### src/rtl/chop_clk_monitor.sv
// Per-channel chopper clock monitor: synchronises each CLK/CLKB pair, measures
// the period in master cycles and raises sticky frequency, stuck and phase flags.
module chop_clk_monitor #(
    parameter int NCH       = 16,
    parameter int FMCLK_KHZ = 10000,
    parameter int F1_KHZ    = 32,
    parameter int DF_KHZ    = 4,
    parameter int TOL       = 4,
    parameter int OVL_MAX   = 2,
    parameter int CNT_W     = 12
) (
    input  logic             CLK,
    input  logic             RSTN,
    input  logic             EN,
    input  logic             CLR,
    input  logic [NCH-1:0]   CHOP_CLK,
    input  logic [NCH-1:0]   CHOP_CLKB,
    input  logic [3:0]       RD_SEL,
    output logic [CNT_W-1:0] PERIOD_OUT,
    output logic [NCH-1:0]   VALID,
    output logic [NCH-1:0]   FREQ_ERR,
    output logic [NCH-1:0]   STUCK_ERR,
    output logic [NCH-1:0]   PHASE_ERR,
    output logic             ANY_ERR
);

    localparam int RUN_W = $clog2(OVL_MAX + 2);
    localparam logic [CNT_W-1:0] CNT_MAX = '1;

    function automatic int exp_period(input int k);
        return FMCLK_KHZ / (F1_KHZ + k * DF_KHZ);
    endfunction

    logic [NCH-1:0]   clk_s1, clk_s2, clk_s3;
    logic [NCH-1:0]   clkb_s1, clkb_s2;
    logic [NCH-1:0]   rise, eq, armed;
    logic [NCH-1:0]   freq_bad, stuck_hit, phase_hit;
    logic [CNT_W-1:0] cnt    [NCH];
    logic [CNT_W-1:0] meas   [NCH];
    logic [CNT_W-1:0] period [NCH];
    logic [RUN_W-1:0] run    [NCH];

    // clk_s3 is only the delayed copy used for rising-edge detection.
    always_ff @(posedge CLK or negedge RSTN) begin
        if (!RSTN) begin
            clk_s1  <= '0;
            clk_s2  <= '0;
            clk_s3  <= '0;
            clkb_s1 <= '0;
            clkb_s2 <= '0;
        end else begin
            clk_s1  <= CHOP_CLK;
            clk_s2  <= clk_s1;
            clk_s3  <= clk_s2;
            clkb_s1 <= CHOP_CLKB;
            clkb_s2 <= clkb_s1;
        end
    end

    assign rise = clk_s2 & ~clk_s3;
    assign eq   = ~(clk_s2 ^ clkb_s2);

    // meas doubles as the saturating next count, so the stuck flag rises in
    // the same cycle the counter register reaches twice the expected period.
    always_comb begin
        freq_bad  = '0;
        stuck_hit = '0;
        phase_hit = '0;
        for (int k = 0; k < NCH; k++) begin
            meas[k]      = (cnt[k] == CNT_MAX) ? CNT_MAX : cnt[k] + 1'b1;
            freq_bad[k]  = (int'(meas[k]) > exp_period(k) + TOL) ||
                           (int'(meas[k]) < exp_period(k) - TOL);
            stuck_hit[k] = armed[k] && !rise[k] &&
                           (int'(meas[k]) >= 2 * exp_period(k));
            phase_hit[k] = eq[k] && (int'(run[k]) >= OVL_MAX);
        end
    end

    always_ff @(posedge CLK or negedge RSTN) begin
        if (!RSTN) begin
            for (int k = 0; k < NCH; k++) begin
                cnt[k]    <= '0;
                period[k] <= '0;
                run[k]    <= '0;
            end
            armed      <= '0;
            VALID      <= '0;
            FREQ_ERR   <= '0;
            STUCK_ERR  <= '0;
            PHASE_ERR  <= '0;
            ANY_ERR    <= 1'b0;
            PERIOD_OUT <= '0;
        end else begin
            for (int k = 0; k < NCH; k++) begin
                if (!EN || CLR) begin
                    cnt[k]   <= '0;
                    armed[k] <= 1'b0;
                    run[k]   <= '0;
                end else begin
                    cnt[k]   <= rise[k] ? '0 : meas[k];
                    armed[k] <= armed[k] | rise[k];
                    if (!eq[k])
                        run[k] <= '0;
                    else if (run[k] != RUN_W'(OVL_MAX))
                        run[k] <= run[k] + 1'b1;
                end

                // CLR takes priority over any flag that would set this cycle.
                if (CLR) begin
                    VALID[k]     <= 1'b0;
                    FREQ_ERR[k]  <= 1'b0;
                    STUCK_ERR[k] <= 1'b0;
                    PHASE_ERR[k] <= 1'b0;
                end else if (EN) begin
                    if (rise[k] && armed[k]) begin
                        period[k] <= meas[k];
                        VALID[k]  <= 1'b1;
                        if (freq_bad[k])
                            FREQ_ERR[k] <= 1'b1;
                    end
                    if (stuck_hit[k])
                        STUCK_ERR[k] <= 1'b1;
                    if (phase_hit[k])
                        PHASE_ERR[k] <= 1'b1;
                end
            end

            ANY_ERR    <= |{FREQ_ERR, STUCK_ERR, PHASE_ERR};
            PERIOD_OUT <= (int'(RD_SEL) < NCH) ? period[RD_SEL] : '0;
        end
    end

endmodule
### config.mk
export PLATFORM = sky130hd
export DESIGN_NAME = chop_clk_monitor
export DESIGN_NICKNAME = d
export VERILOG_FILES = /design/src/rtl/chop_clk_monitor.sv
export SDC_FILE = /design/constraint.sdc
export NUM_CORES = 1
export LEC_CHECK = 0
export ABC_CLOCK_PERIOD_IN_PS = 4180
export CAP_MARGIN = 20
export CORE_UTILIZATION = 45
export DETAILED_ROUTE_END_ITERATION = 10
export GPL_TIMING_DRIVEN = 1
export SLEW_MARGIN = 20
export SYNTH_ARGS = -nofsm -noshare
export SYNTH_HDL_FRONTEND = slang
export SYNTH_SLANG_ARGS = --single-unit
### constraint.sdc
create_clock -name CLK -period 4.18 [get_ports CLK]
set_clock_uncertainty 0.05 [all_clocks]
set_input_delay 0.418 -clock CLK [delete_from_list [all_inputs] [get_ports CLK]]
set_output_delay 0.418 -clock CLK [all_outputs]
set_load 0.01 [all_outputs]
Word-level counts from Yosys, hierarchy flattened
Cells that the tools add are included.

Output and inout port bits: 77. Input bits: 40. Bits in registers: 589. Logic and storage cells: 854.

Muxes and demuxes: 323. Add/sub/neg operators: 32. Bitwise gates (word level): 22. Equality and inequality tests: 48. Order comparisons: 65. Reduce and logical (&&, ||, !) cells: 244.

Operators with widths (number): 12-bit 2-to-1 mux (50); 1-bit 2-to-1 mux (224); 12-bit by 1-bit adder with 12-bit output, second input constant (16); 12-bit equality test, second input constant (16); 12-bit by 8-bit greater-than comparator with 1-bit output, second input constant (11); 2-bit nonzero test (65); 12-bit by 9-bit greater-or-equal comparator with 1-bit output, second input constant (10); 12-bit by 8-bit < comparator with 1-bit output, second input constant (9); 2-bit 2-to-1 mux (48); 2-bit AND reduction (48); 3-bit AND reduction (32); 1-bit logical AND (64); 12-bit by 7-bit < comparator with 1-bit output, second input constant (5); 12-bit binary-select mux with 4-bit select (1); 12-bit by 8-bit greater-or-equal comparator with 1-bit output, second input constant (4); 3-bit by 1-bit inequality test with 1-bit output, second input constant (16); 48-bit OR reduction (1); 12-bit by 7-bit greater-than comparator with 1-bit output, second input constant (3); 2-bit by 1-bit adder with 2-bit output, second input constant (16); 2-bit greater-or-equal comparator, second input constant (16); 2-bit inequality test, second input constant (16); 16-bit NOT (2); 12-bit by 10-bit greater-or-equal comparator with 1-bit output, second input constant (2); 12-bit by 9-bit greater-than comparator with 1-bit output, second input constant (2); 9 further kinds (57).

Logic depth before layout (Yosys ltp)
Gate-level depths: netlist of the first run.

Depth after elaboration: 8. Mapped depth: 8. Depth with buffers taken out: 7.

Worst setup path after synthesis of the first run
No wires, ideal clock.

Path type: flip-flop to flip-flop. Start point: register cnt[48] (netlist name). End point: register STUCK_ERR[11]. Data arrival time: 2045 ps. Stages on the path, launching flop included: 9. Setup time: 122 ps. Period minus slack after synthesis: 2217 ps. Required time: 4008 ps. Slack: 1963 ps. Cell sequence: dfrtp_1 > ha_1 > buf_6 > xor2_1 > or4_1 > a211oi_2 > and4_1 > o221ai_1 > a32o_1.

Word-level cells in the longest chain between the ends: 6.

RTL lines: from (decl) (line 38) `logic [CNT_W-1:0] cnt [NCH];`; from (signal, indexed assignment) (line 100) `cnt[k] <= rise[k] ? '0 : meas[k];`; 12-bit by 1-bit adder with 12-bit output / 12-bit equality test (equally long branches) (line 70) `meas[k] = (cnt[k] == CNT_MAX) ? CNT_MAX : cnt[k] + 1'b1;`; 12-bit 2-to-1 mux (*) (line 70); 12-bit by 9-bit greater-or-equal comparator with 1-bit output (*) (line 74) `(int'(meas[k]) >= 2 * exp_period(k));`; 1-bit logical AND (*) (line 73) `stuck_hit[k] = armed[k] && !rise[k] &&`; 2-bit nonzero test (no line) (*); 2-bit AND reduction (no line) (*); to (signal assigned) (line 89) `STUCK_ERR <= '0;`; to (signal, indexed assignment) (line 112) `STUCK_ERR[k] <= 1'b0;`; to (signal, indexed assignment) (line 122) `STUCK_ERR[k] <= 1'b1;`; to (decl) (line 22) `output logic [NCH-1:0] STUCK_ERR,`.

Every way passes the cells marked *; elsewhere a longest branch is shown, timed or not. A chain may end at the register's enable or synchronous reset.

Worst setup path in the final report of the first run
Start point: register cnt[0] (netlist name). End point: register FREQ_ERR[15].

Word-level cells in the longest chain between the ends: 6.

RTL lines: 12-bit by 1-bit adder with 12-bit output / 12-bit equality test (equally long branches) (line 70); 12-bit 2-to-1 mux (*) (line 70); 12-bit by 7-bit greater-than comparator with 1-bit output / 12-bit by 7-bit < comparator with 1-bit output (equally long branches) (line 71, 72); 1-bit logical OR (*) (line 71) `freq_bad[k] = (int'(meas[k]) > exp_period(k) + TOL) ||`; 2-bit nonzero test (no line) (*); 3-bit AND reduction (no line) (*); to (signal assigned) (line 88) `FREQ_ERR <= '0;`; to (signal, indexed assignment) (line 111) `FREQ_ERR[k] <= 1'b0;`; to (signal, indexed assignment) (line 119) `FREQ_ERR[k] <= 1'b1;`; to (decl) (line 21) `output logic [NCH-1:0] FREQ_ERR,`.

Marks and branches as above.

==> results of run 1 <==
-- worst max-delay path, stage by stage, from the launching register on --
cell	delay, ns
dfrtp_1	0.45
ha_1	0.42
nand3_1	0.20
or4_1	0.56
mux2i_1	0.29
nand3_1	0.18
nor4_1	0.42
o2bb2ai_1	0.10
-- sequential cells by signal, summed over array words and instances (netlist names) --
| register | flops |
|---|---|
| clk_s1 | 16 |
| period | 192 |
| STUCK_ERR | 16 |
| clk_s2 | 16 |
| FREQ_ERR | 16 |
| VALID | 16 |
| cnt | 192 |
| clkb_s2 | 16 |
| PHASE_ERR | 16 |
| PERIOD_OUT | 12 |
| run | 32 |
| ANY_ERR | 1 |
| clkb_s1 | 16 |
| armed | 16 |
| clk_s3 | 16 |
-- power by group through the flow --
stage / clock, W / combinational (W) / sequential [W]
after floorplan: 0 / 0.000266 / 0.00597
after global placement: 0 / 0.000554 / 0.00601
after detailed placement: 0 / 0.000567 / 0.00601
after CTS: 0.00615 / 0.000569 / 0.00591
after global routing: 0.00638 / 0.000623 / 0.00592
final: 0.00604 / 0.000560 / 0.00591
-- cells by family after synthesis --
logic type | share of synthesized area
mux | 0.0641
simple gates | 0.200
xor+xnor | 0.0370
buf+inv | 0.0289
fa+ha+maj | 0.0154
flops | 0.527
compound gates | 0.127
-- worst paths after layout --
check                            start      endpoint  slack (ns)  cells past startpoint
setup / recovery                cnt[0]  FREQ_ERR[15]        1.39                      7
hold / removal             CHOP_CLK[8]     clk_s1[8]        0.21                      1
setup reg to reg                cnt[0]  FREQ_ERR[15]        1.39                      7
hold reg to reg            clkb_s1[10]   clkb_s2[10]        0.30                      0
max in group asynchronous         RSTN        cnt[1]        2.52                      3
min in group asynchronous         RSTN      cnt[157]        0.44                      2
-- Yosys cell counts, drive strengths merged, types with 34 or more instances --
library cell	n
xnor2	65
nor3	57
inv	81
mux4	60
nand3	104
nor2	419
mux2i	38
nand4	34
a21oi	139
nand2b	41
buf	36
clkbuf	87
nor2b	40
a21o	35
nand2	332
xor2	53
dfrtp	589
o21ai	237
-- layer usage --
metal / GRT usage / up-vias / share of wire
met1: 0.359 / 10800 / 0.45
met5: 0 / - / 0.00035
li1: - / 10100 / -
met3: 0.0550 / 129 / 0.064
met4: 0.0801 / 4 / 0.030
met2: 0.385 / 669 / 0.45
-- area by class of cell --
class,count,share of cell area
clock buffers,89,0.0599
clock inverters,20,0.0103
diodes,1,0.0000781
well taps,782,0.0305
repair buffers,135,0.0422
flip-flops and latches,589,0.460
multi-input cells,2037,0.387
inverters,81,0.00949
-- repair_timing --
item	CTS	global route
resized for setup	0	0
endpoints found under the hold margin	101	0
hold buffers	1	0
endpoints found under the setup margin	0	0
-- through the flow --
step | cells | worst slack, ns | util
finish | 3734 | 1.39 | 0.527
global route | 3733 | 1.22 | 0.527
CTS | 3733 | 1.42 | 0.527
detailed placement | 3623 | 0.903 | 0.490
global placement | 3623 | 0.974 | 0.490
floorplan | 2830 | 1.96 | -
==> run summary, run 1 <==
Clk network pwr share: 0.483
Peak VDD IR: 0.000254 V
CTS H-tree lvls: 3
FF+latch area: 14700 um^2
TritonCTS Buffers: 66
Synthesis Warnings: 0
Final setup fails: 0
Clk_lat worst skew: 0.60 ns
Antenna-violating nets left: 0
Vias: 21700
Most area-consuming cells after synthesis: dfrtp_1 (53%), nor2_1 (5.6%), mux4_2 (4.8%)
Area growth, synth to finish: 14.6%
Nets@finish: 2982
Mapped cell area: 27900 um^2
Average wire per standard cell: 20.9 um
Mapped Cells: 2830
Internal power: 0.00971 W
Dpl hpwl: 57.0 mm
Chip Width: 251 um
RSZ-0062 raised after global routing: false
All-Layer GR Usage: 0.252
Crit share post-route: 0.666
Ports: 117
CTS tree: yes
Outcome: finished clean
Height of the chip: 251 um
Crit-path max FO: 11
Cell Area, Placed: 29800 um^2
Slew HR: 0.352
EDFF count, synth: 0
FP Rows: 90
CP Class: reg2reg
Share of layout cells above drive strength 1: 0.0776
# fillers: 5415
Yosys top cell by area: dfrtp_1
GP Congestion: 0.876
Max cap viols: 0
Syn nets: 2902
Hold Path Class: in2reg
TNS Setup: 0 ns
Largest net degree at the start of global routing: 111
Seq pwr share: 0.472
Worst slew pin tran: 0.963 ns
Top FF cell, synth: dfrtp_1
Flops & latches, synth: 589
Hold_ws: 0.214 ns
Vias in the first global route: 21000
DRT iter0 DRCs: 1881
Distinct cells, synth: 83
Comb pwr share: 0.045
Critical path endpoint category: flip-flop
Endpoints failing hold: 0
Antenna violations before repair: 2
Crit path launch type: flip-flop
Cell area after layout: 32000 um^2
Initial Util: 0.460
Avg Synthesized Cell Area: 9.87 um^2
Clock Sinks: 589
Sw Share: 0.224
Vias per cell: 5.80
Most frequent cells in the layout: dfrtp_1 (589), nor2_1 (418), nand2_1 (332)
Seq/Total Area, Yosys: 0.527
Postcts setup bufs: 0
Psw: 0.00280 W
Max Fclk: 0.359 GHz
First-pass GRT wire length: 122 mm
Clk root buf: clkbuf_16
Pwr Total: 0.0125 W
Pleak: 13.8 nW
Final max-slew violation count: 0
# DRC: 0
Top cell type's share of synthesized area: 0.527
Remaining global-route overflow: 0
Most common cell after layout, fill and taps aside: dfrtp_1
Buffers on Ports: 116
Fraction of registers with async set or reset after synthesis: 1.00
Min Tclk post-route: 2.79 ns
Initial DRT Pass Iterations: 5
CORE AREA: 60800 um^2
Clock transition at path regs: 0.06 ns
Crit path DAT: 3.21 ns
Critical path required time: 4.60 ns
Final wirelength: 78.2 mm
Area of the multi-input gates: 12400 um^2
Power Dens Cells: 391 nW/um^2
Die area: 63100 um^2
Bufs on Longest Clock Path: 3
Power figures use the tool's default switching activity.
==> run 2: changes to the inputs <==
--- a/config.mk
+++ b/config.mk
@@ -5,7 +5,7 @@
 export SDC_FILE = /design/constraint.sdc
 export NUM_CORES = 1
 export LEC_CHECK = 0
-export ABC_CLOCK_PERIOD_IN_PS = 4180
+export ABC_CLOCK_PERIOD_IN_PS = 2500
 export CAP_MARGIN = 20
 export CORE_UTILIZATION = 45
 export DETAILED_ROUTE_END_ITERATION = 10
==> constraint.sdc (replaced) <==
create_clock -name CLK -period 2.5 [get_ports CLK]
set_clock_uncertainty 0.05 [all_clocks]
set_input_delay 0.25 -clock CLK [delete_from_list [all_inputs] [get_ports CLK]]
set_output_delay 0.25 -clock CLK [all_outputs]
set_load 0.01 [all_outputs]
==> run 2 against run 1 <==
Clock power up 65%. Power up 67%. Die area unchanged. Largest power group unchanged. Register-to-register slack worse by 1.2 ns. Highest routed layer unchanged. Non-clock buffer count up 87. Largest cell class unchanged. Setup slack worse by 1.2 ns. Fmax up 19%. Sequential share of layout area down 1.1 points. Wire length up 1.2%. Combinational power up 79%. Sequential cell count unchanged. Core utilization up 1.2 points.
==> run summary, run 2 (synthesis gave the netlist of run 1 again) <==
Clock Sinks: 589 (unchanged)
Antenna-violating nets left: 0 (unchanged)
Min Tclk post-route: 2.34 ns (-0.447 ns)
Top Metal Used: met5
Worst path slowest cell: dfrtp_1
Critical path required time: 2.99 ns (-1.61 ns)
Crit-path max FO: 7 (-4)
Cells along the critical path: ha_1 > and2_0 > nand3_1 > nor2_1 > nor3_1 > o211ai_1 > a22o_1
Die area: 63100 um^2 (unchanged)
Metal1 wirelength: 36.3 mm (+2.1%)
Vias: 21900 (+1.3%)
Outcome: finished clean
All-Layer GR Usage: 0.256 (+0.00374)
# DRC: 0 (unchanged)
Crit-path max cell delay: 0.43 ns (-0.13 ns)
Initial DRT Pass Iterations: 6 (+1)
Crit path launch type: flip-flop
# fillers: 5367 (-0.89%)
Pleak: 14.2 nW (+3.3%)
Met2 wire len: 36.5 mm (+3.6%)
Clk_lat worst skew: 0.60 ns (about the same)
FF+latch area: 14700 um^2 (unchanged)
Hold path startpoint: CHOP_CLK[4]
Fin util: 0.539 (+0.0123)
Crit path DAT: 2.83 ns (-0.38 ns)
Slew HR: 0.556 (+0.204)
DRT iter0 DRCs: 1930 (+2.6%)
Worst Setup SP: cnt[108]
CTS tree: yes
Nets@finish: 3070 (+3.0%)
First-pass GRT wire length: 125 mm (+1.9%)
GP Congestion: 0.949 (+8.3%)
Hold Path Class: in2reg
Critical path endpoint category: flip-flop
Final worst slack: 0.162 ns (-1.23 ns)
Vias per cell: 5.73 (-1.3%)
Power Dens Cells: 636 nW/um^2 (+63%)
Area growth, synth to finish: 17.3%
Peak VDD IR: 0.000544 V (+110%)
Cell Area, Placed: 30500 um^2 (+2.4%)
FP Rows: 90 (unchanged)
RSZ-0062 raised after global routing: false
TritonCTS Buffers: 67 (+1.5%)
TNS Setup: 0 ns (unchanged)
# diodes: 0 (-1)
Final wirelength: 79.1 mm (+1.2%)
Pwr Total: 0.0209 W (+67%)
CORE AREA: 60800 um^2 (unchanged)
Bufs on Longest Clock Path: 3 (unchanged)
Cell area after layout: 32800 um^2 (+2.3%)
Max cap viols: 0 (unchanged)
Antenna violations before repair: 5 (+3)
Largest registers: cnt (192), period (192), run (32)
Share of layout cells above drive strength 1: 0.105 (+0.0277)
Chip Width: 251 um (unchanged)
Dpl hpwl: 58.9 mm (+3.3%)
Post-Place Worst Slack: 0.128 ns (-0.775 ns)
CP Class: reg2reg
Final setup fails: 0 (unchanged)
Worst slew pin tran: 0.661 ns (-0.302 ns)
Crit share post-route: 0.935 (+0.269)
Most common cell after layout, fill and taps aside: dfrtp_1
Met3 routed WL: 4.42 mm (-12%)
Ports: 117 (unchanged)
CTS H-tree lvls: 3 (unchanged)
Clock transition at path regs: 0.06 ns (about the same)
Vias in the first global route: 21400 (+2.2%)
Largest net degree at the start of global routing: 83 (-25%)
Most frequent cells in the layout: dfrtp_1 (589), nor2_1 (418), nand2_1 (332)
Hold depth: 1 (unchanged)
Initial Util: 0.460 (unchanged)
Average wire per standard cell: 20.7 um (-1.3%)
R2r startpoint: cnt[108]
Final max-slew violation count: 0 (unchanged)
Max Fclk: 0.428 GHz (+19%)
Buffers on Ports: 116 (unchanged)
Remaining global-route overflow: 0 (unchanged)
Area of the multi-input gates: 12400 um^2 (about the same)
Height of the chip: 251 um (unchanged)
Clk root buf: clkbuf_16
Endpoints failing hold: 0 (unchanged)
R2R depth: 7 (unchanged)
==> run 2: area by class of cell <==
type,instances,share of cell area
clock buffer,100,0.0633
clock inverter,18,0.00542
inverter,81,0.00927
multi-input combinational,2037,0.379
sequential,589,0.450
tap,782,0.0298
timing repair buffer,222,0.0640
==> run 2: worst paths after layout <==
check | slack [ns] | endpoint
setup reg to reg | 0.16 | STUCK_ERR[6]
hold / removal | 0.03 | clk_s1[4]
min in group asynchronous | 0.20 | cnt[160]
setup / recovery | 0.16 | STUCK_ERR[6]
hold reg to reg | 0.29 | clkb_s2[12]
max in group asynchronous | 1.31 | cnt[55]
==> run 2: layer usage <==
layer  vias up  global-route usage
met5         -                   0
met4         8              0.0751
met3       110              0.0444
met2       624               0.404
met1     10900               0.363
li1      10300                   -
==> run 2: critical path: cells and delay by family, from the launching register on <==
| kind | cells | cell delay, ns |
|---|---|---|
| AO/OA/AOI/OAI | 2 | 0.38 |
| adder cells (fa/ha/maj) | 1 | 0.29 |
| flip-flops | 1 | 0.43 |
| AND/OR/NAND/NOR | 4 | 1.14 |
==> run 2: per-stage QoR <==
step | hold WS, ns | cells
global route | 0.00380 | 3829
finish | 0.0339 | 3829
CTS | 0.00102 | 3829
floorplan | -0.0956 | 2830
detailed placement | 0.239 | 3707
global placement | 0.238 | 3707
==> run 2: repair_timing <==
action	in CTS	in global routing
hold buffers	4	0
setup endpoints to repair	0	4
hold endpoints to repair	49	0
setup buffers	0	0
gates resized for setup	0	4
==> run 2: where the power goes <==
| group | total, W | internal (W) | switching [W] |
|---|---|---|---|
| combinational | 0.00100 | 0.000380 | 0.000621 |
| sequential | 0.00988 | 0.00972 | 0.000159 |
| clock | 0.00999 | 0.00604 | 0.00395 |
| total | 0.0209 | 0.0161 | 0.00473 |
